`config.mk`:
```
export PLATFORM = sky130hd
export DESIGN_NAME = level_controller
export DESIGN_NICKNAME = d
export VERILOG_FILES = /design/src/rtl/game_pkg.sv /design/src/rtl/reverse_lfsr.sv /design/src/rtl/level_controller.sv
export SDC_FILE = /design/constraint.sdc
export NUM_CORES = 1
export LEC_CHECK = 0
export CAP_MARGIN = 20
export CORE_AREA = 2 2 45 89
export CTS_CLUSTER_DIAMETER = 150
export DETAILED_ROUTE_END_ITERATION = 16
export DIE_AREA = 0 0 47 91
export PLACE_DENSITY = 0.81
export SYNTH_ARGS = -nofsm -noshare
export SYNTH_HDL_FRONTEND = slang
export SYNTH_SLANG_ARGS = --single-unit
export TNS_END_PERCENT = 20
```
`constraint.sdc`:
```
create_clock -name i_Clk -period 5.1 [get_ports i_Clk]
set_input_delay 0.765 -clock i_Clk [delete_from_list [all_inputs] [get_ports i_Clk]]
set_output_delay 0.765 -clock i_Clk [all_outputs]
set_load 0.02 [all_outputs]
```
`src/rtl/game_pkg.sv`:
```
// rtl/game_pkg.sv - shared states, LFSR taps and playfield constants
//
// Purpose: common definitions for the level controller and its reverse-pattern LFSR.
// Contents: state_t encoding, LFSR tap mask and step function, tile/row constants.
package game_pkg;

    typedef enum logic [1:0] {
        ST_IDLE      = 2'd0,
        ST_PLAY      = 2'd1,
        ST_RESPAWN   = 2'd2,
        ST_GAME_OVER = 2'd3
    } state_t;

    // Feedback taps on bits 3 and 2 give the maximal 15-state sequence.
    localparam logic [3:0] LFSR_TAPS        = 4'b1100;
    localparam int         TILE_SIZE        = 32;
    localparam int         NUM_ROWS         = 15;
    localparam int         GOAL_ROW_DEFAULT = 0;

    function automatic logic [3:0] lfsr_next(input logic [3:0] value);
        return {value[2:0], ^(value & LFSR_TAPS)};
    endfunction

endpackage

```
`src/rtl/reverse_lfsr.sv`:
```
// rtl/reverse_lfsr.sv - 4-bit Fibonacci LFSR producing the per-lane reverse pattern
//
// Purpose: holds the lane-direction pattern; load has priority over step.
// Ports:
//   i_Clk, i_Rst  clock and asynchronous active-high reset (loads SEED)
//   i_Load        load i_Seed
//   i_Step        advance one LFSR step
//   i_Seed        value to load
//   o_Value       current LFSR state (registered)
module reverse_lfsr
    import game_pkg::*;
#(
    parameter logic [3:0] SEED = 4'b1001
) (
    input  logic       i_Clk,
    input  logic       i_Rst,
    input  logic       i_Load,
    input  logic       i_Step,
    input  logic [3:0] i_Seed,
    output logic [3:0] o_Value
);

    logic [3:0] r_Value;

    always_ff @(posedge i_Clk or posedge i_Rst) begin
        if (i_Rst) begin
            r_Value <= SEED;
        end else if (i_Load) begin
            r_Value <= i_Seed;
        end else if (i_Step) begin
            r_Value <= lfsr_next(r_Value);
        end
    end

    assign o_Value = r_Value;

endmodule

```
`src/rtl/level_controller.sv`:
```
// rtl/level_controller.sv - play/respawn/game-over sequencer with score, lives and lane reversal
//
// Purpose: tracks game progress from frog row, collision and start button and
// drives the obstacle stage (score, level-up pulse, reverse pattern).
// Ports:
//   i_Clk, i_Rst   clock and asynchronous active-high reset
//   i_Start        debounced start button (edge-detected internally)
//   i_Frog_Row     frog tile row
//   i_Collision    frog/car overlap flag
//   o_Score        saturating score
//   o_Level_Up     one-cycle pulse on game start and on each goal
//   o_Reverse      per-lane direction pattern
//   o_Lives        remaining lives
//   o_Frog_Reset   one-cycle pulse returning the frog to its start row
//   o_Game_Over    high while in GAME_OVER
//   o_State        current state encoding
module level_controller
    import game_pkg::*;
#(
    parameter int                  NUM_BITS    = 4,
    parameter logic [NUM_BITS-1:0] LFSR_SEED   = 4'b1001,
    parameter int                  LIVES       = 3,
    parameter int                  GOAL_ROW    = GOAL_ROW_DEFAULT,
    parameter int                  HOLD_CYCLES = 12500000,
    parameter int                  MAX_SCORE   = 15
) (
    input  logic                i_Clk,
    input  logic                i_Rst,
    input  logic                i_Start,
    input  logic [3:0]          i_Frog_Row,
    input  logic                i_Collision,
    output logic [3:0]          o_Score,
    output logic                o_Level_Up,
    output logic [NUM_BITS-1:0] o_Reverse,
    output logic [1:0]          o_Lives,
    output logic                o_Frog_Reset,
    output logic                o_Game_Over,
    output logic [1:0]          o_State
);

    localparam logic [23:0] HOLD_LAST = 24'(HOLD_CYCLES - 1);

    state_t      r_State;
    logic [3:0]  r_Score;
    logic [1:0]  r_Lives;
    logic [23:0] r_Hold;
    logic        r_Level_Up;
    logic        r_Frog_Reset;
    logic        r_Game_Over;
    logic        r_Start_Prev;

    state_t      w_Next_State;
    logic [3:0]  w_Score_Next;
    logic [1:0]  w_Lives_Next;
    logic [23:0] w_Hold_Next;
    logic        w_Load;
    logic        w_Step;
    logic        w_Level_Up;
    logic        w_Frog_Reset;
    logic        w_Start_Edge;
    logic        w_Goal;
    logic [1:0]  w_Lives_Dec;

    assign w_Start_Edge = i_Start & ~r_Start_Prev;
    assign w_Goal       = (i_Frog_Row == 4'(GOAL_ROW));
    assign w_Lives_Dec  = r_Lives - 2'd1;

    reverse_lfsr #(
        .SEED (LFSR_SEED)
    ) u_reverse_lfsr (
        .i_Clk   (i_Clk),
        .i_Rst   (i_Rst),
        .i_Load  (w_Load),
        .i_Step  (w_Step),
        .i_Seed  (LFSR_SEED),
        .o_Value (o_Reverse)
    );

    always_comb begin
        w_Next_State = r_State;
        w_Score_Next = r_Score;
        w_Lives_Next = r_Lives;
        w_Hold_Next  = r_Hold;
        w_Load       = 1'b0;
        w_Step       = 1'b0;
        w_Level_Up   = 1'b0;
        w_Frog_Reset = 1'b0;
        case (r_State)
            ST_IDLE, ST_GAME_OVER: begin
                if (w_Start_Edge) begin
                    w_Score_Next = 4'd0;
                    w_Lives_Next = 2'(LIVES);
                    w_Load       = 1'b1;
                    w_Level_Up   = 1'b1;
                    w_Frog_Reset = 1'b1;
                    w_Next_State = ST_RESPAWN;
                end
            end
            ST_PLAY: begin
                // Collision takes precedence; a simultaneous goal is discarded.
                if (i_Collision) begin
                    w_Lives_Next = w_Lives_Dec;
                    if (w_Lives_Dec == 2'd0) begin
                        w_Next_State = ST_GAME_OVER;
                    end else begin
                        w_Frog_Reset = 1'b1;
                        w_Next_State = ST_RESPAWN;
                    end
                end else if (w_Goal) begin
                    w_Score_Next = (r_Score == 4'(MAX_SCORE)) ? r_Score : r_Score + 4'd1;
                    w_Step       = 1'b1;
                    w_Level_Up   = 1'b1;
                    w_Frog_Reset = 1'b1;
                    w_Next_State = ST_RESPAWN;
                end
            end
            ST_RESPAWN: begin
                if (r_Hold == HOLD_LAST) begin
                    w_Hold_Next  = 24'd0;
                    w_Next_State = ST_PLAY;
                end else begin
                    w_Hold_Next = r_Hold + 24'd1;
                end
            end
            default: w_Next_State = ST_IDLE;
        endcase
    end

    always_ff @(posedge i_Clk or posedge i_Rst) begin
        if (i_Rst) begin
            r_State      <= ST_IDLE;
            r_Score      <= 4'd0;
            r_Lives      <= 2'(LIVES);
            r_Hold       <= 24'd0;
            r_Level_Up   <= 1'b0;
            r_Frog_Reset <= 1'b0;
            r_Game_Over  <= 1'b0;
            r_Start_Prev <= 1'b0;
        end else begin
            r_State      <= w_Next_State;
            r_Score      <= w_Score_Next;
            r_Lives      <= w_Lives_Next;
            r_Hold       <= w_Hold_Next;
            r_Level_Up   <= w_Level_Up;
            r_Frog_Reset <= w_Frog_Reset;
            r_Game_Over  <= (w_Next_State == ST_GAME_OVER);
            r_Start_Prev <= i_Start;
        end
    end

    assign o_Score      = r_Score;
    assign o_Level_Up   = r_Level_Up;
    assign o_Lives      = r_Lives;
    assign o_Frog_Reset = r_Frog_Reset;
    assign o_Game_Over  = r_Game_Over;
    assign o_State      = r_State;

endmodule

```
After elaboration in Yosys (flattened, before gate mapping) --
Cells that the tools add are included.
Storage, ports and cells: flip-flop bits (word level) 40, logic and storage cells 60
Operators by class: bitwise operators 2, reduce and logical (&&, ||, !) cells 9, equal/unequal tests 11, add/sub/neg operators 3, multiplexer cells 26
Operators with widths (count):
- adder 24 x 1 -> 24 bit, second input constant | 1
- == test 24 bit, second input constant | 1
- two-way mux 24 bit | 1
- two-way mux 4 bit | 6
- two-way mux 2 bit | 6
- inequality test 2 bit, second input constant | 5
- two-way mux 1 bit | 8
- case mux 4 bit (2 select lines) | 1
- == test 2 bit, second input constant | 3
- case mux 2 bit (3 select lines) | 1
- AND reduction 5 bit | 1
- adder 4 x 1 -> 4 bit, second input constant | 1
- == test 4 bit, second input constant | 1
- zero test 2 bit | 2
- zero test 4 bit | 1
- case mux 1 bit (2 select lines) | 2
- case mux 2 bit (2 select lines) | 1
- nonzero test 2 bit | 2
- parity 4 bit | 1
- AND reduction 3 bit | 1
- == test 2 x 1 -> 1 bit, second input constant | 1
- OR reduction 2 bit | 1
- subtractor 2 x 1 -> 2 bit, second input constant | 1
- bitwise AND 1 bit | 1
- NOT 1 bit | 1

Logic depth before layout (Yosys ltp) --
word-level depth 6, depth in mapped cells 7, mapped depth without buffers 7

Modules after synthesis --
A second synthesis with hierarchy kept.
Second synthesis, totals: cells, all modules 207, area, all modules 2045.7 um^2
By module, submodules not included:
- level_controller | seq. area each 903.4 um^2, cells an instance 188, area an instance 1843.0 um^2, instances 1
- reverse_lfsr | seq. area each 102.6 um^2, cells an instance 19, area an instance 202.7 um^2, instances 1

Worst setup path before layout --
OpenSTA, ideal clock, no wires.
path type input to register, start input port i_Frog_Row[1], end register r_Score[3], in the netlist o_Score[3], path buffers 0, stages on the path 5, required time 4980 ps, library setup time 120 ps, setup slack 3059 ps, data arrival time 1920 ps, path through or4_4 o31ai_2 nand3_1 xor2_1 nor2_1
On the way: longest elaborated chain between the ends 3
Ends and longest elaborated chain:
- start, declared | line level_controller.sv:30 | input logic [3:0] i_Frog_Row,
- zero test 4 bit | line level_controller.sv:65 | assign w_Goal = (i_Frog_Row == 4'(GOAL_ROW));
- inequality test 2 bit (no source line)
- AND reduction 5 bit (no source line)
- end signal, assigned | line level_controller.sv:141 | r_Score <= w_Score_Next;
- end, declared | line level_controller.sv:44 | logic [3:0] r_Score;
No other way between the ends. A chain may end at the register's enable or synchronous reset.

Worst setup path in the final report --
start register r_State[0], in the netlist o_State[0], end register r_Hold[20]
On the way: longest elaborated chain between the ends 1
Ends and longest elaborated chain:
- start, declared | line level_controller.sv:43 | state_t r_State;
- start signal, assigned | line level_controller.sv:140 | r_State <= w_Next_State;
- == test 2 bit | line level_controller.sv:88 | case (r_State)
- end signal, assigned | line level_controller.sv:143 | r_Hold <= w_Hold_Next;
- end, declared | line level_controller.sv:46 | logic [23:0] r_Hold;
No other way between the ends.

==> impl_metrics.json <==
{
  "run_status": "complete, no violations",
  "hold_viol_final": 0,
  "synth_area_leader_cell": "dfrtp_1",
  "die_w_um": 47,
  "grt_pass1_wl_um": 6980,
  "swShare": 0.380,
  "clk_latency_ns": 0.29,
  "drt_iter0_drc": 33,
  "required_ns": 5.28,
  "clkSlewWorstSetupHoldPaths_ns": 0.08,
  "synth.area.top_cells": "dfrtp_1, xor2_1, dfstp_2",
  "async_flop_share": 1.00,
  "p_total_mw": 1.10,
  "drcViolationCount": 0,
  "htreeDepth": 2,
  "hold_class": "reg -> reg",
  "cts.sinks": 40,
  "combPwrFrac": 0.400,
  "ios": 23,
  "tns_ns": 0,
  "port-buffer-count": 22,
  "routedWlPerCell_um": 14.2,
  "yosysTopAreaCellShare": 0.436,
  "synth_ff_type": "dfrtp_1",
  "wl_um": 4060,
  "cp-end-kind": "register",
  "start_util": 0.580,
  "nets": 248,
  "cap_viol_max_count": 0,
  "drtPass1Iterations": 4,
  "p_switching_mw": 0.416,
  "post-route-period-util": 0.460,
  "arrival_ns": 2.53,
  "synth_fp_nets": 222,
  "ant_nets": 0,
  "synth_cell_types": 40,
  "final_cell_area_um2": 2430,
  "critPathLaunchType": "register",
  "syn_avg_cell_area_um2": 9.90,
  "clockPowerShare": 0.196,
  "cts_buffers": 5,
  "drive_gt1_frac": 0.0932,
  "routabilityCongestion": 0.800,
  "fin_skew_ns": 0.0104,
  "placed_area_um2": 2340,
  "core_um2": 3570,
  "leakage_nw": 1.10,
  "synth-edff-count": 0,
  "postCtsSetupBuffers": 0,
  "fill_cells": 298,
  "die_h_um": 91,
  "holdBufCountCts": 0,
  "cts_tree": "yes",
  "final-max-slew-violation-count": 0,
  "grt_antenna_before_repair": 0,
  "crit_fanout": 14,
  "fin_cells": 285,
  "num_vias": 1623,
  "critPathKind": "reg -> reg",
  "tightest_slew_ns": 0.648,
  "area_growth_pct": 17.7,
  "cts_resized": 0,
  "first_global_vias": 1647,
  "cts_max_path_buffers": 2,
  "setup_viol": 0,
  "p_per_area_nw_per_um2": 450,
  "place_inst": 277,
  "internal-power_mw": 0.679,
  "routed_via_density": 5.69,
  "peakVddDrop_uv": 291,
  "ys_seq_area_frac": 0.486,
  "max-slew-margin-rel": 0.564,
  "die_area_um2": 4280,
  "grt_max_degree": 41,
  "synthCells": 209,
  "grt_overflow": 0,
  "synth-seq-cells": 40,
  "cts_root_buf": "clkbuf_8",
  "fmax_mhz": 426,
  "dp_hpwl_um": 2990,
  "num_rows": 31,
  "synth.yosys.warnings": 0,
  "fin_crit_ns": 2.35,
  "seqPwrFrac": 0.404,
  "rsz0062_at_grt": "false",
  "syn_area_um2": 2070,
  "track_usage": 0.219,
  "num_antenna_cells": 0
}
[power groups by stage]
stage	logic [mW]	clock network [mW]	registers (mW)
floorplan	0.254	0	0.481
global placement	0.428	0	0.447
detailed placement	0.438	0	0.446
CTS	0.441	0.221	0.442
global route	0.481	0.234	0.453
finish	0.438	0.214	0.443
[stage by stage]
stage	setup WS [ns]	hold slack (ns)	util
finish	2.75	0.503	0.682
global route	2.57	0.531	0.682
CTS	2.77	0.507	0.682
detailed placement	2.54	0.492	0.657
global placement	2.58	0.493	0.657
floorplan	3.06	0.459	-
[kinds of logic (layout without fill, tap and decap cells)]
group | count (synthesis) | count (layout) | share of synthesized area
XOR/XNOR | 23 | 23 | 0.0974
AO/OA/AOI/OAI | 29 | 29 | 0.0853
adder cells (fa/ha/maj) | 5 | 5 | 0.0302
multiplexers | 4 | 4 | 0.0206
AND/OR/NAND/NOR | 96 | 96 | 0.257
flip-flops | 40 | 40 | 0.486
buffers and inverters | 12 | 39 | 0.0230
[cell usage in the layout (no fill, tap or decap), drive strengths merged, types with 6 or more instances in the layout]
cell	Yosys	layout
nand3	15	15
dfrtp	36	36
nand4	7	7
xor2	13	13
nor2	21	21
and3	9	9
clkbuf	4	8
nand2	19	19
inv	6	6
clkdlybuf4s50	0	22
xnor2	10	10
a21oi	10	10
o21ai	9	9
[synth_stat cells (all sizes together) (2+ instances only)]
library cell and instances:
and3 9, inv 6, and2 2, xnor2 10, mux2i 2, dfrtp 36, nand2b 3, nor3 2
dfstp 4, nor4b 2, a21oi 10, ha 5, nor2 21, nor4 4, clkbuf 4, nand4 7
mux2 2, nor2b 5, nand3 15, o22ai 3, nand2 19, o21ai 9, xor2 13, and4 3
[flip-flops by register name, summed over array words and instances (netlist names)]
register / count
o_Lives: 2
r_Start_Prev: 1
r_Hold: 24
o_State: 2
o_Score: 4
o_Game_Over: 1
u_reverse_lfsr.o_Value: 4
o_Level_Up: 1
o_Frog_Reset: 1
[worst paths after layout]
check | from | endpoint | slack [ns] | depth (start not counted)
min in group asynchronous | i_Rst | o_Score[0] | 0.90 | 3
hold / removal | r_Hold[4] | r_Hold[4] | 0.50 | 1
hold reg to reg | r_Hold[4] | r_Hold[4] | 0.50 | 1
setup / recovery | o_State[0] | r_Hold[20] | 2.75 | 7
max in group asynchronous | i_Rst | u_reverse_lfsr.o_Value[3] | 3.84 | 3
setup reg to reg | o_State[0] | r_Hold[20] | 2.75 | 7
[area by class of cell]
class,instances,area [µm²],share of cell area
repair buffers,24,235,0.0966
flip-flops and latches,40,1010,0.413
inverters,7,27.5,0.0113
multi-input cells,157,1010,0.417
well taps,49,61.3,0.0252
clock buffers,8,90.1,0.0370
[metal layers]
metal  share of wire  GRT usage  up-vias
li1                -          -      782
met2            0.56      0.380       30
met4           0.032      0.132        0
met3           0.020     0.0278       14
met5               0          0        -
met1            0.39      0.230      797
[critical path: stages, from the launching register on]
cell     delay, ns
dfrtp_1       0.46
inv_1         0.09
ha_1          0.44
nand2_1       0.24
nor4_4        0.42
and4_1        0.30
o21ai_1       0.07
a22o_1        0.23
Note: power is estimated with default switching activity, not from simulation.
